$ cat src/rtl/aes256_pkg.sv
// Shared constants, state encoding and word-slicing helper for the AES-256 stream bridge.
package aes256_pkg;

  localparam int WORDS_PER_BLOCK = 4;
  localparam int BLOCK_W         = 128;

  localparam logic [1:0] MODE_ENC = 2'b00;
  localparam logic [1:0] MODE_DEC = 2'b01;
  localparam logic [1:0] MODE_KG  = 2'b10;
  localparam logic [1:0] MODE_INV = 2'b11;

  typedef enum logic [1:0] {COLLECT, ISSUE, WAIT, DRAIN} bridgeState;

  // Word 0 is the most significant word of the block.
  function automatic logic [31:0] wordAt(input logic [BLOCK_W-1:0] blk, input logic [1:0] idx);
    return blk[BLOCK_W-1-32*int'(idx) -: 32];
  endfunction

endpackage

$ cat src/rtl/aes256_wdog.sv
// WAIT-state watchdog, built only with AES_BRIDGE_WDOG_EN: load clears, count advances,
// expire is asserted combinationally during the WDOG_CYCLES-th counted cycle.
`ifdef AES_BRIDGE_WDOG_EN
module aes256_wdog #(
  parameter int WDOG_CYCLES = 1024
) (
  input  logic clk,
  input  logic resetn,
  input  logic load,
  input  logic count,
  output logic expire
);

  localparam int CW = $clog2(WDOG_CYCLES + 1);

  logic [CW-1:0] cnt;

  assign expire = count && (cnt == CW'(WDOG_CYCLES - 1));

  always_ff @(posedge clk or negedge resetn) begin
    if (!resetn) begin
      cnt <= '0;
    end else if (load) begin
      cnt <= '0;
    end else if (count && !expire) begin
      cnt <= cnt + 1'b1;
    end
  end

endmodule
`endif

$ cat src/rtl/aes256_axis_bridge.sv
// Packs up to 4 s_axis beats into a block, strobes the AES device, then drains its result on m_axis.
// 1 cycle last beat -> dev_ctrl_in, 1 cycle dev_ctrl_out -> m_axis_tvalid; s_axis stalls while a block is in flight. Watchdog: AES_BRIDGE_WDOG_EN.
module aes256_axis_bridge #(
  parameter int WDOG_CYCLES = 1024
) (
  input  logic         clk,
  input  logic         resetn,
  input  logic [31:0]  s_axis_tdata,
  input  logic         s_axis_tvalid,
  output logic         s_axis_tready,
  input  logic         s_axis_tlast,
  input  logic [1:0]   s_axis_tuser,
  output logic [31:0]  m_axis_tdata,
  output logic         m_axis_tvalid,
  input  logic         m_axis_tready,
  output logic         m_axis_tlast,
  output logic [127:0] dev_data_in,
  output logic         dev_ctrl_in,
  output logic [1:0]   dev_mode,
  input  logic [127:0] dev_data_out,
  input  logic         dev_ctrl_out,
  output logic         busy,
  output logic [1:0]   err
);
  import aes256_pkg::*;

  if (WDOG_CYCLES < 1) begin : gBadCfg
    $error("WDOG_CYCLES must be at least 1");
  end

  bridgeState         state;
  logic [1:0]         inCnt;
  logic [1:0]         outCnt;
  logic [1:0]         modeReg;
  logic [BLOCK_W-1:0] colBuf;
  logic [BLOCK_W-1:0] resBuf;
  logic               sTready;
  logic               mTvalid;
  logic [31:0]        mTdata;
  logic               mTlast;
  logic [BLOCK_W-1:0] devDataReg;
  logic               devCtrlReg;
  logic [1:0]         devModeReg;
  logic               busyReg;
  logic               errInv;

  logic [BLOCK_W-1:0] nextBlk;
  logic [1:0]         beatMode;
  logic               blockDone;

  // Beat 0 clears the lower words, so an early tlast leaves them zero-filled.
  always_comb begin
    nextBlk = colBuf;
    if (inCnt == 2'd0) begin
      nextBlk = {s_axis_tdata, {(BLOCK_W-32){1'b0}}};
    end else begin
      nextBlk[BLOCK_W-1-32*int'(inCnt) -: 32] = s_axis_tdata;
    end
    beatMode  = (inCnt == 2'd0) ? s_axis_tuser : modeReg;
    blockDone = s_axis_tlast || (inCnt == 2'(WORDS_PER_BLOCK - 1));
  end

`ifdef AES_BRIDGE_WDOG_EN
  logic errWdog;
  logic wdogExpire;

  aes256_wdog #(.WDOG_CYCLES(WDOG_CYCLES)) uWdog (
    .clk    (clk),
    .resetn (resetn),
    .load   (state == ISSUE),
    .count  (state == WAIT),
    .expire (wdogExpire)
  );

  assign err = {errInv, errWdog};
`else
  assign err = {errInv, 1'b0};
`endif

  assign s_axis_tready = sTready;
  assign m_axis_tvalid = mTvalid;
  assign m_axis_tdata  = mTdata;
  assign m_axis_tlast  = mTlast;
  assign dev_data_in   = devDataReg;
  assign dev_ctrl_in   = devCtrlReg;
  assign dev_mode      = devModeReg;
  assign busy          = busyReg;

  always_ff @(posedge clk or negedge resetn) begin
    if (!resetn) begin
      state      <= COLLECT;
      inCnt      <= '0;
      outCnt     <= '0;
      modeReg    <= MODE_ENC;
      colBuf     <= '0;
      resBuf     <= '0;
      sTready    <= 1'b0;
      mTvalid    <= 1'b0;
      mTdata     <= '0;
      mTlast     <= 1'b0;
      devDataReg <= '0;
      devCtrlReg <= 1'b0;
      devModeReg <= MODE_ENC;
      busyReg    <= 1'b0;
      errInv     <= 1'b0;
`ifdef AES_BRIDGE_WDOG_EN
      errWdog    <= 1'b0;
`endif
    end else begin
      case (state)
        COLLECT: begin
          sTready <= 1'b1;
          if (s_axis_tvalid && sTready) begin
            colBuf <= nextBlk;
            if (inCnt == 2'd0) modeReg <= s_axis_tuser;
            if (blockDone) begin
              inCnt <= '0;
              // An invalid block is dropped here and never reaches the device.
              if (beatMode == MODE_INV) begin
                errInv <= 1'b1;
              end else begin
                state      <= ISSUE;
                sTready    <= 1'b0;
                busyReg    <= 1'b1;
                devCtrlReg <= 1'b1;
                devDataReg <= nextBlk;
                devModeReg <= beatMode;
              end
            end else begin
              inCnt <= inCnt + 2'd1;
            end
          end
        end
        ISSUE: begin
          devCtrlReg <= 1'b0;
          state      <= WAIT;
        end
        WAIT: begin
          if (dev_ctrl_out) begin
            resBuf <= dev_data_out;
            if (devModeReg == MODE_KG) begin
              state   <= COLLECT;
              sTready <= 1'b1;
              busyReg <= 1'b0;
            end else begin
              state   <= DRAIN;
              mTvalid <= 1'b1;
              mTdata  <= wordAt(dev_data_out, 2'd0);
              mTlast  <= 1'b0;
              outCnt  <= '0;
            end
          end
`ifdef AES_BRIDGE_WDOG_EN
          else if (wdogExpire) begin
            state   <= COLLECT;
            sTready <= 1'b1;
            busyReg <= 1'b0;
            errWdog <= 1'b1;
          end
`endif
        end
        DRAIN: begin
          if (m_axis_tready) begin
            if (outCnt == 2'(WORDS_PER_BLOCK - 1)) begin
              mTvalid <= 1'b0;
              mTlast  <= 1'b0;
              mTdata  <= '0;
              state   <= COLLECT;
              sTready <= 1'b1;
              busyReg <= 1'b0;
            end else begin
              outCnt <= outCnt + 2'd1;
              mTdata <= wordAt(resBuf, outCnt + 2'd1);
              mTlast <= (outCnt == 2'(WORDS_PER_BLOCK - 2));
            end
          end
        end
        default: state <= COLLECT;
      endcase
    end
  end

endmodule

$ cat config.mk
export PLATFORM = sky130hd
export DESIGN_NAME = aes256_axis_bridge
export DESIGN_NICKNAME = d
export VERILOG_FILES = /design/src/rtl/aes256_pkg.sv /design/src/rtl/aes256_wdog.sv /design/src/rtl/aes256_axis_bridge.sv
export SDC_FILE = /design/constraint.sdc
export NUM_CORES = 1
export LEC_CHECK = 0
export CAP_MARGIN = 20
export CORE_MARGIN = 4
export CORE_UTILIZATION = 36
export DETAILED_ROUTE_END_ITERATION = 8
export PLACE_DENSITY = 0.69
export SYNTH_ARGS = -nofsm -noshare
export SYNTH_HDL_FRONTEND = slang
export SYNTH_SLANG_ARGS = --single-unit
$ cat constraint.sdc
create_clock -name clk -period 3.03 [get_ports clk]
set_clock_uncertainty 0.1 [all_clocks]
set_input_delay 0.606 -clock clk [delete_from_list [all_inputs] [get_ports clk]]
set_output_delay 0.606 -clock clk [all_outputs]
set_load 0.02 [all_outputs]
==> metrics <==
CP Capture Type flop; vias in the first global route 13790; net switching power 0.008073 W; Vias 12910; status finished, final reports clean; Worst Path Arrival 3.03 ns; Synth top area share 57.89%; hpwl dp 36140 um; clock share of power 23.9%; DP Area 22900 sq um; post-layout instance area 24480 sq um; core area 51300 sq um; Flop pwr share 37.9%; iteration-0 DRC count of the detailed router 736; Multi-input gate area 7371 sq um; crit-path max cell delay 0.82 ns; DRT antenna net count 0; max cap viols 0; most frequent cells in the layout dfrtp_1, clkdlybuf4s50_1, mux2_2, a21oi_1, a22o_1; Worst Hold Class flop to flop; Final Hold Violating Endpoints 0; gr usage total 18.65%; CTS Root Cell clkbuf_16; final setup fails 0; clock tree sinks 432; WL final 52710 um; Initial Util 36.40%; Max stage delay cell, worst path nor2_2; Async S/R FF share, synth 100.0%; crit path kind flop to flop; drt pass-1 iters 5; CTS clk-pin slew, worst paths 0.06 ns; commonest non-fill, non-tap cell in the layout dfrtp_1; row cnt 83; DIE AREA 55580 sq um; RSZ-0062 raised after global routing no; Resized Gates After CTS 0; Post-synth EDFFs 0; Syn Nets 1589; Clock Path Buffers 3; port buffer count 335; Avg Cell Area, Syn 13.20 sq um; Worst Max-Slew Pin Slew 1.023 ns; TritonCTS clock tree done; Die W 235.8 um; Top FF cell, synth dfrtp_1; Syn Inst Count 1415; worst-skew pair later-pin latency 0.59 ns; FF+latch count, synth 432; setup TNS 0 ns; grt total ovfl 0; Internal Pwr Total 0.01593 W; final worst slack 0.4217 ns; Die Height 235.8 um; vias per std cell 5.274; Sequential Area 10810 sq um; maximum clock rate 383.4 MHz; antenna violations before repair 6; area delta synth->final 31.10%; share of cells above drive strength 1 24.26%; hold depth 1; WL per Instance 21.54 um; Final min period 2.608 ns; largest net degree at the start of global routing 90; synthesized area 18670 sq um; Final nets 1905; peak supply drop 628.7 uV; DRC 0; cell taking the most area after synthesis dfrtp_1; global placement routability congestion 0.8193; FF-to-FF path depth 6; total CTS buffers 47; Power Dens Cells 980.6 nW/um^2; pre-CTS setup slack 0.3310 ns; largest cells by area after synthesis dfrtp_1, mux2_2, a22o_1, mux4_2, a21oi_1; relative slew slack 31.73%; Filler cells 4576; register area share after synthesis 57.89%; critical-path cell list ha_1 -> buf_4 -> nand3_1 -> nor2_2 -> a22o_1 -> mux2_2; Combinational Power Share 38.2%; max-slew violations 0; Distinct cells, synth 43; crit path launch type flop; Static Leak 11.17 nW; Tcrit/Tclk final 86.08%; H-tree Lvls 2; switching share of total power 33.63%; I/O pin total 337; crit-path max FO 23; first-pass GRT wire length 82720 um; worst path required time 3.46 ns; yosys warns 0
metrics by stage:
step / util [%] / hold WS, ns / power, W / std cells
floorplan: - / 0.2104 / 0.01466 / 1415
CTS: 47.71 / 0.3696 / 0.02429 / 2444
detailed placement: 44.64 / 0.3571 / 0.01842 / 2361
global route: 47.71 / 0.3779 / 0.02530 / 2444
global placement: 44.64 / 0.3498 / 0.01812 / 2361
finish: 47.72 / 0.3657 / 0.02401 / 2447
worst max-delay path, delay by kind of cell (launching register included):
family                     cells  cell delay (ns)
muxes                          1             0.15
AOI/OAI and AO/OA              1             0.27
adders and majority gates      1             0.28
DFF                            1             0.50
buffers and inverters          1             0.23
and+or+nand+nor                2             1.02
flip-flops by register name, summed over array words and instances, names as in the netlist:
name and count:
m_axis_tdata 32, s_axis_tready 1, modeReg 2, outCnt 2, m_axis_tvalid 1, m_axis_tlast 1
dev_ctrl_in 1, resBuf 128, dev_data_in 128, busy 1, errInv 1, colBuf 128
dev_mode 2, inCnt 2, state 2
area by class of cell:
type / count / share of cell area (%)
Multi-Input combinational cell: 862 / 30.11
Sequential cell: 432 / 44.17
Clock buffer: 64 / 5.602
Timing Repair Buffer: 380 / 15.72
Tap cell: 680 / 3.475
Clock inverter: 18 / 0.7717
Antenna cell: 3 / 0.03067
Inverter: 8 / 0.1227
synth_stat cells (all sizes together), types with 8 or more instances:
cell	number
o21ai	10
nor2b	74
a22oi	31
a21oi	140
a22o	117
nand2	10
mux2	255
clkbuf	57
dfrtp	432
nor2	80
inv	8
buf	56
mux4	32
a21o	73
timing repair:
item                                    CTS  global route
endpoints found under the setup margin    0             0
hold buffers                              1             0
setup buffers                             0             0
hold endpoints to repair                 48             0
path summary, 6_finish.rpt:
check / startpoint / endpoint / slack [ns]
worst max-delay path: inCnt[0] / dev_data_in[5] / 0.42
worst min-delay path: colBuf[85] / colBuf[85] / 0.37
worst max register to register: inCnt[0] / dev_data_in[5] / 0.42
worst min register to register: colBuf[85] / colBuf[85] / 0.37
max in group asynchronous: resetn / dev_data_in[4] / 1.50
min in group asynchronous: resetn / dev_data_in[112] / 0.45
power groups by stage:
stage	Sequential, W	Clock, W	Combinational [W]
3_5_place_dp	0.00916	0	0.00926
6_report	0.00910	0.00573	0.00918
2_1_floorplan	0.00956	0	0.00510
5_1_grt	0.00932	0.00610	0.00988
3_3_place_gp	0.00906	0	0.00906
4_1_cts	0.00910	0.00587	0.00932
layer usage:
| metal | GRT usage, % | up-vias | wire (um) | part of all wire, % |
|---|---|---|---|---|
| met3 | 6.139 | 86 | 4421 | 8.4 |
| li1 | - | 5776 | - | - |
| met2 | 30.16 | 417 | 24770 | 47 |
| met5 | 0 | - | 58 | 0.11 |
| met4 | 5.214 | 10 | 1262 | 2.4 |
| met1 | 24.20 | 6616 | 22200 | 42 |
cells by family after synthesis:
family | synth area share [%]
mux | 19.36
other cells | 0.02008
buf+inv | 2.915
fa+ha+maj | 0.4020
compound gates | 14.06
xor+xnor | 0.04691
simple gates | 5.313
flops | 57.89
No activity file was read; power rests on OpenSTA's default activity.
